**config.mk**
```make
export PLATFORM = sky130hd
export DESIGN_NAME = spi_flash_dma_wr_flat
export DESIGN_NICKNAME = d
export VERILOG_FILES = /design/src/rtl/spi_flash_pkg.sv /design/src/rtl/spi_flash_dma_wr_if.sv /design/src/rtl/spi_flash_dma_wr.sv /design/src/flat_wrapper.sv
export SDC_FILE = /design/constraint.sdc
export NUM_CORES = 1
export LEC_CHECK = 0
export ABC_CLOCK_PERIOD_IN_PS = 2800
export CAP_MARGIN = 10
export CORE_UTILIZATION = 48
export CTS_CLUSTER_SIZE = 10
export DETAILED_ROUTE_END_ITERATION = 10
export GPL_TIMING_DRIVEN = 0
export PLACE_DENSITY = 0.84
export SLEW_MARGIN = 0
export SYNTH_ARGS = -nofsm -noshare
export SYNTH_HDL_FRONTEND = slang
export SYNTH_SLANG_ARGS = --single-unit
```
**constraint.sdc**
```tcl
create_clock -name ahbclk -period 2.8 [get_ports ahbclk]
set_clock_uncertainty 0.15 [all_clocks]
set_input_delay 0.42 -clock ahbclk [delete_from_list [all_inputs] [get_ports ahbclk]]
set_output_delay 0.42 -clock ahbclk [all_outputs]
set_load 0.05 [all_outputs]
```
**src/rtl/spi_flash_pkg.sv**
```systemverilog
// Shared definitions for the SPI flash DMA write-back engine: state encoding,
// address step and byte-to-word conversion.
package spi_flash_pkg;

  typedef logic [1:0] state_t;

  localparam state_t IDLE  = 2'd0;
  localparam state_t FETCH = 2'd1;
  localparam state_t WRITE = 2'd2;
  localparam state_t DONE  = 2'd3;

  localparam int unsigned ADDR_INC = 4;

  // Round a byte count up to whole 32-bit words; the sum is kept wide so +3 cannot overflow.
  function automatic logic [31:0] bytes_to_words(input logic [31:0] bytes);
    return 32'((34'(bytes) + 34'd3) >> 2);
  endfunction

endpackage

```
**src/rtl/spi_flash_dma_wr_if.sv**
```systemverilog
// AHB master write-request channel driven by the DMA write-back engine.
interface spi_flash_dma_wr_if #(
  parameter int unsigned ADDR_W = 32,
  parameter int unsigned DATA_W = 32
);

  logic [ADDR_W-1:0] o_addr;
  logic [DATA_W-1:0] o_wr_data;
  logic              o_rd0_wr1;
  logic              o_valid;
  logic              i_ready;

  modport master (
    output o_addr,
    output o_wr_data,
    output o_rd0_wr1,
    output o_valid,
    input  i_ready
  );

  modport slave (
    input  o_addr,
    input  o_wr_data,
    input  o_rd0_wr1,
    input  o_valid,
    output i_ready
  );

endinterface

```
**src/rtl/spi_flash_dma_wr.sv**
```systemverilog
// DMA write-back engine: pops flash words from a FWFT FIFO and writes them to
// consecutive memory addresses over the AHB master request channel.
module spi_flash_dma_wr #(
  parameter int unsigned ADDR_W   = 32,
  parameter int unsigned DATA_W   = 32,
  parameter int unsigned CNT_W    = 24,
  parameter int unsigned ADDR_INC = spi_flash_pkg::ADDR_INC
) (
  input  logic              ahbclk,
  input  logic              ahbrst,
  input  logic              i_start,
  input  logic              i_abort,
  input  logic [ADDR_W-1:0] i_base_addr,
  input  logic [CNT_W-1:0]  i_byte_cnt,
  input  logic              i_fifo_empty,
  input  logic [DATA_W-1:0] i_fifo_rdata,
  output logic              o_fifo_rd_en,
  spi_flash_dma_wr_if.master bus,
  output logic              o_busy,
  output logic              o_done,
  output logic [CNT_W-3:0]  o_words_done
);

  import spi_flash_pkg::*;

  localparam int unsigned WL_W = CNT_W - 1;
  localparam int unsigned WD_W = CNT_W - 2;

  state_t            state_q;
  state_t            state_d;
  logic [ADDR_W-1:0] addr_q;
  logic [DATA_W-1:0] data_q;
  logic [WL_W-1:0]   words_left_q;
  logic [WD_W-1:0]   words_done_q;
  logic              abort_pend_q;
  logic [WL_W-1:0]   start_words;
  logic              accept;
  logic              pop;
  logic              valid;

  assign start_words = WL_W'(bytes_to_words(32'(i_byte_cnt)));
  assign accept      = (state_q == WRITE) && bus.i_ready;

  // State register
  always_ff @(posedge ahbclk) begin
    if (ahbrst) state_q <= IDLE;
    else        state_q <= state_d;
  end

  // Next-state logic; an abort seen in WRITE only takes effect once the request is accepted
  always_comb begin
    state_d = state_q;
    case (state_q)
      IDLE: begin
        if (i_start) state_d = (start_words == '0) ? DONE : FETCH;
      end
      FETCH: begin
        if (i_abort)            state_d = IDLE;
        else if (!i_fifo_empty) state_d = WRITE;
      end
      WRITE: begin
        if (accept) begin
          if (abort_pend_q || i_abort)       state_d = IDLE;
          else if (words_left_q == WL_W'(1)) state_d = DONE;
          else                               state_d = FETCH;
        end
      end
      DONE:    state_d = IDLE;
      default: state_d = IDLE;
    endcase
  end

  // Output decode; the pop is suppressed on a reset or abort cycle
  always_comb begin
    pop    = 1'b0;
    valid  = 1'b0;
    o_busy = 1'b0;
    o_done = 1'b0;
    case (state_q)
      FETCH: begin
        pop    = !i_fifo_empty && !i_abort && !ahbrst;
        o_busy = 1'b1;
      end
      WRITE: begin
        valid  = 1'b1;
        o_busy = 1'b1;
      end
      DONE: begin
        o_busy = 1'b1;
        o_done = 1'b1;
      end
      default: ;
    endcase
  end

  assign o_fifo_rd_en  = pop;
  assign bus.o_valid   = valid;
  assign bus.o_rd0_wr1 = valid;
  assign bus.o_addr    = addr_q;
  assign bus.o_wr_data = data_q;
  assign o_words_done  = words_done_q;

  // Address, data and word counters
  always_ff @(posedge ahbclk) begin
    if (ahbrst) begin
      addr_q       <= '0;
      data_q       <= '0;
      words_left_q <= '0;
      words_done_q <= '0;
      abort_pend_q <= 1'b0;
    end else begin
      case (state_q)
        IDLE: begin
          if (i_start) begin
            addr_q       <= i_base_addr;
            words_left_q <= start_words;
            words_done_q <= '0;
            abort_pend_q <= 1'b0;
          end
        end
        FETCH: begin
          if (pop) data_q <= i_fifo_rdata;
        end
        WRITE: begin
          if (accept) begin
            addr_q       <= addr_q + ADDR_W'(ADDR_INC);
            words_left_q <= words_left_q - WL_W'(1);
            words_done_q <= words_done_q + WD_W'(1);
            abort_pend_q <= 1'b0;
          end else if (i_abort) begin
            abort_pend_q <= 1'b1;
          end
        end
        default: ;
      endcase
    end
  end

endmodule

```
**src/flat_wrapper.sv**
```systemverilog
// flat-port wrapper written by rule: the top's interface ports become plain ports
module spi_flash_dma_wr_flat import spi_flash_pkg::*;
#(
  parameter int unsigned ADDR_W   = 32,
  parameter int unsigned DATA_W   = 32,
  parameter int unsigned CNT_W    = 24,
  parameter int unsigned ADDR_INC = spi_flash_pkg::ADDR_INC
)
  (ahbclk, ahbrst, i_start, i_abort, i_base_addr, i_byte_cnt, i_fifo_empty, i_fifo_rdata, o_fifo_rd_en, o_busy, o_done, o_words_done, bus_o_addr, bus_o_wr_data, bus_o_rd0_wr1, bus_o_valid, bus_i_ready);
  spi_flash_dma_wr_if #(.ADDR_W(ADDR_W), .DATA_W(DATA_W)) bus_i ();
  input  logic ahbclk;
  input  logic ahbrst;
  input  logic i_start;
  input  logic i_abort;
  input  logic [ADDR_W-1:0] i_base_addr;
  input  logic [CNT_W-1:0] i_byte_cnt;
  input  logic i_fifo_empty;
  input  logic [DATA_W-1:0] i_fifo_rdata;
  output logic o_fifo_rd_en;
  output logic o_busy;
  output logic o_done;
  output logic [CNT_W-3:0] o_words_done;
  output wire logic [$bits(bus_i.o_addr)-1:0] bus_o_addr;
  output wire logic [$bits(bus_i.o_wr_data)-1:0] bus_o_wr_data;
  output wire logic [$bits(bus_i.o_rd0_wr1)-1:0] bus_o_rd0_wr1;
  output wire logic [$bits(bus_i.o_valid)-1:0] bus_o_valid;
  input wire logic [$bits(bus_i.i_ready)-1:0] bus_i_ready;
  assign bus_o_addr = bus_i.o_addr;
  assign bus_o_wr_data = bus_i.o_wr_data;
  assign bus_o_rd0_wr1 = bus_i.o_rd0_wr1;
  assign bus_o_valid = bus_i.o_valid;
  assign bus_i.i_ready = bus_i_ready;
  spi_flash_dma_wr #(.ADDR_W(ADDR_W), .DATA_W(DATA_W), .CNT_W(CNT_W), .ADDR_INC(ADDR_INC)) u_core (.ahbclk(ahbclk), .ahbrst(ahbrst), .i_start(i_start), .i_abort(i_abort), .i_base_addr(i_base_addr), .i_byte_cnt(i_byte_cnt), .i_fifo_empty(i_fifo_empty), .i_fifo_rdata(i_fifo_rdata), .o_fifo_rd_en(o_fifo_rd_en), .bus(bus_i), .o_busy(o_busy), .o_done(o_done), .o_words_done(o_words_done));
endmodule
```
* Word-level counts from Yosys, hierarchy flattened
Index checks and enable logic that the tools add are counted.
** Storage, ports and cells
- Register bits after elaboration :: 112
- Input bits :: 94
- Output and inout bits :: 91
- Logic and storage cells :: 58
** Operators by class
- $add $sub $neg :: 4
- Equal/unequal tests :: 8
- Multiplexer cells :: 25
- Reductions and logical operators :: 15
** Operators with widths (count)
- 2-to-1 mux 32 bit :: 2
- one-hot mux 32 bit (2 select lines) :: 1
- 2-to-1 mux 23 bit :: 2
- one-hot mux 23 bit (2 select lines) :: 1
- 2-to-1 mux 22 bit :: 2
- one-hot mux 22 bit (2 select lines) :: 1
- adder 32 x 3 -> 32 bit (second input constant) :: 1
- adder 24 x 2 -> 25 bit (second input constant) :: 1
- == test 23 x 1 -> 1 bit (second input constant) :: 1
- zero test 23 bit :: 1
- subtractor 23 x 1 -> 23 bit (second input constant) :: 1
- adder 22 x 1 -> 22 bit (second input constant) :: 1
- 2-to-1 mux 2 bit :: 7
- AND reduction 3 bit :: 3
- one-hot mux 2 bit (4 select lines) :: 1
- 2-to-1 mux 1 bit :: 7
- == test 2 bit (second input constant) :: 2
- logical AND 1 bit :: 3
- zero test 1 bit :: 3
- inequality test 3 x 2 -> 1 bit (second input constant) :: 1
- inequality test 3 bit (second input constant) :: 1
- OR reduction 3 bit :: 1
- == test 2 x 1 -> 1 bit (second input constant) :: 1
- zero test 2 bit :: 1
- 6 further kinds :: 6

* Logic depth before layout (Yosys ltp)
- Depth after elaboration :: 5
- Depth in mapped cells :: 9
- Depth with buffers taken out :: 7

* Least setup slack after synthesis
No wires, ideal clock.
- Kind :: reg-to-output
- Start :: register u_core.state_q[1]
- End :: output bus_o_valid
- Arrival :: 1.961 ns
- Data required time :: 2.230 ns
- Slack :: 0.269 ns
- Stages on the path, launching flop included :: 7
- Path through :: dfxtp_1 -> clkbuf_8 -> or2b_2 -> clkbuf_8 -> inv_2 -> clkbuf_1 -> buf_4
** On the way
- Longest elaborated chain between the ends :: 2
** Ends and longest elaborated chain
- start, declared :: line spi_flash_dma_wr.sv:29 : state_t state_q;
- start signal, assigned :: line spi_flash_dma_wr.sv:47 : else state_q <= state_d;
- == test 2 bit :: line spi_flash_dma_wr.sv:79 : case (state_q)
- 2-to-1 mux 1 bit :: line spi_flash_dma_wr.sv:79
- end, declared :: line flat_wrapper.sv:26 : output wire logic [$bits(bus_i.o_valid)-1:0] bus_o_valid;
Every way passes these cells.

* Worst setup path in the final report
- Start :: input i_start
- End :: register u_core.addr_q[21], in the netlist u_core.bus.o_addr[21]
** On the way
- Longest elaborated chain between the ends :: 2
** Ends and longest elaborated chain
- start, declared :: line flat_wrapper.sv:13 : input logic i_start;
- inequality test 2 bit (no source line)
- AND reduction 3 bit (no source line)
- end signal, assigned :: line spi_flash_dma_wr.sv:115 : addr_q <= i_base_addr;
- end signal, assigned :: line spi_flash_dma_wr.sv:126 : addr_q <= addr_q + ADDR_W'(ADDR_INC);
- end, declared :: line spi_flash_dma_wr.sv:31 : logic [ADDR_W-1:0] addr_q;
Every way passes these cells.
A chain may end at the register's enable or synchronous reset.

==> flow_summary.yaml <==
timing:
  fmax_mhz: 355
  period_share_pct: 101
  setup_tns_ns: -0.0522
  setup_viol: 8
  tightestPinTransition_ns: 0.964
  final.setup.worst_slack_ns: -0.0149
  maxSlewHeadroom_pct: 35.2
  report.final.hold_viol_count: 0
  slew_viol_final: 0
  finalCriticalPeriod_ns: 2.81
routing:
  drc: 0
  viasPerCell: 5.88
  wirelength_mm: 20.7
  drtIter0Drc: 964
  wl_per_cell_um: 17.5
  drt-pass1-iter-count: 5
  ant_nets: 0
  vias: 6985
cts:
  post_cts_resized: 12
  clk_latency_ns: 0.36
  cts.sinks: 112
  hold_buffers: 0
  post_cts_buffers: 0
  htreeDepth: 3
  cts-buffers-inserted: 9
  cts_tree: "built"
  clockBufferDepth: 2
  clk_pin_slew_ns: 0.08
  cts_root_buf: "clkbuf_16"
global_route:
  grt_usage_pct: 31.1
  globalRouteMet2Util_pct: 50.0
  grtUsageMet3_pct: 6.72
  grt_pass1_vias: 6252
  grt_max_degree: 21
  antenna_found_initial: 0
  grt_util_met1_pct: 40.8
  busiest_layer: "met2"
  grt_overflow: 0
  grt_pass1_wl_mm: 31.9
critical_path:
  arrival_ns: 2.88
  cp-start-kind: "input pin"
  slowest_delay_ns: 0.58
  cp_common_cell: "clkbuf_1"
  critPathKind: "input pin to register"
  cp_data_required_time_ns: 2.87
  path_max_fanout: 10
  end_kind: "register"
  path_cells: "clkdlybuf4s50_1 > mux2i_1 > nor2_1 > clkbuf_1 > clkbuf_1 > clkbuf_1 > a211oi_1"
  slowest_stage: "clkbuf_1"
final_layout:
  antennaDiodeCount: 0
  drive_gt1_share_pct: 5.39
  area_growth_pct: 38.9
  fillers: 1038
  nets: 1113
pwr:
  leakage_uw: 0.00290
  power.density_nw_per_um2: 556
  max-vdd-ir-drop_mv: 0.324
  power.total_uw: 4690
die:
  ios: 185
  row_count: 40
  die_h_um: 114
  core_um2: 12200
  start_util_pct: 49.9
  die_x_um: 114
  die_area_um2: 13100
synth:
  synth.most_common_cell: "nand2_1"
  syn_inst: 826
  synthDominantAreaCellType: "dfxtp_1"
  synth_edf_count: 0
  synth_common_cells: "138 x nand2_1, 112 x dfxtp_1, 87 x nor2_1, 87 x o21ai_0, 61 x a21oi_1"
  yosysWarnings: 0
  yosysUniqueCellTypes: 61
  syn_avg_cell_area_um2: 7.35
  yosysTopAreaCellShare_pct: 37.0
  syn_nets: 924
  synthArstFlopShare_pct: 0
  syn-cell-area_um2: 6070
  synth-seq-area-share_pct: 37.0
  synth.area.top_cells: "dfxtp_1 37%, nand2_1 8.5%, o21ai_0 7.2%, nor2_1 5.4%, a21oi_1 5.0%"
  synth-main-ff-cell: "dfxtp_1"
  synth-seq-cells: 112
status:
  status: "finished, violations left"
  violations: "setup timing"
placement:
  gp_congestion: 0.969
  port_buffers: 179
  dp_hpwl_mm: 14.8
flow_run:
  cap_violations: 0
hold_path:
  hold_class: "register to register"
## report_power, final
group	internal, µW	total, µW	switching (µW)
logic	505	1400	893
clock network	806	1460	651
registers	1710	1830	129
## cell type report
class	instances	area [µm²]	share of cell area (%)
well taps	168	210	2.49
flip-flops and latches	112	2240	26.6
inverters	10	38.8	0.460
repair buffers	179	1790	21.2
clock inverters	7	114	1.35
multi-input cells	649	3560	42.2
plain buffers	54	256	3.04
clock buffers	9	225	2.67
## through the flow
stage	std cells	worst slack, ns	area [µm²]	hold slack (ns)	util (%)
floorplan	826	0.269	6070	0.290	-
global placement	1173	-0.818	8070	0.293	66.3
detailed placement	1173	-0.869	8070	0.300	66.3
CTS	1188	0.00514	8400	0.311	69.1
global route	1188	-0.00759	8430	0.333	69.3
finish	1188	-0.0149	8430	0.309	69.3
## worst max-delay path: cells and delay by family
family,cells,cell delay [ns]
mux,1,0.12
simple gates,1,0.13
buf+inv,4,2.05
compound gates,1,0.16
## per-layer routing
metal / share of wire [%] / wire length, µm / up-vias
li1: - / - / 3334
met4: 2.9 / 606 / 0
met1: 41 / 8520 / 3203
met3: 9.6 / 2000 / 50
met5: 0 / 0 / -
met2: 46 / 9620 / 398
## cell families (layout without fill, tap and decap cells)
kind of cell               count (synthesis)  count (layout)  share of synthesized area [%]
xor gates and xnor gates                  39              39                           5.63
muxes                                      4               4                          0.681
adders and majority gates                  4               4                          0.825
buffers and inverters                     65             259                           4.83
AOI/OAI and AO/OA                        222             222                           21.6
DFF                                      112             112                           37.0
and+or+nand+nor                          380             380                           29.5
## path summary, 6_finish.rpt
path	depth (start not counted)	endpoint	start	slack (ns)
hold reg to reg	2	u_core.bus.o_addr[0]$_SDFFE_PP0P_	u_core.bus.o_addr[0]$_SDFFE_PP0P_	0.31
setup / recovery	7	u_core.bus.o_addr[21]$_SDFFE_PP0P_	i_start	-0.01
hold / removal	2	u_core.bus.o_addr[0]$_SDFFE_PP0P_	u_core.bus.o_addr[0]$_SDFFE_PP0P_	0.31
setup reg to reg	7	u_core.bus.o_addr[21]$_SDFFE_PP0P_	u_core.state_q[1]$_SDFFE_PP0P_	0.05
## placed cells by master, fill, tap and decap left out, drive strengths merged, types with 4 or more instances in the layout
cell,synthesis,layout
inv,10,11
buf,7,9
or3,5,5
nor4,19,19
a21oi,61,61
nand3,32,32
xnor2,18,18
or4,4,4
or2,4,4
a31oi,8,8
dfxtp,112,112
a22oi,9,9
o211ai,5,5
and2,5,5
clkdlybuf4s50,0,176
nor3,31,31
ha,4,4
o22ai,10,10
clkinv,0,4
and3,17,17
nand4,24,24
o21ai,87,87
nor2,87,87
o31ai,6,6
clkbuf,48,56
nand2,138,138
xor2,21,21
a211oi,13,13
## sequential cells by signal, summed over array words and instances, names as in the netlist
signal and flops:
u_core.abort_pend_q 1, u_core.bus.o_addr 32, u_core.bus.o_wr_data 32, u_core.o_words_done 22
u_core.state_q 2, u_core.words_left_q 23
Note: power is estimated with default switching activity, not from simulation.
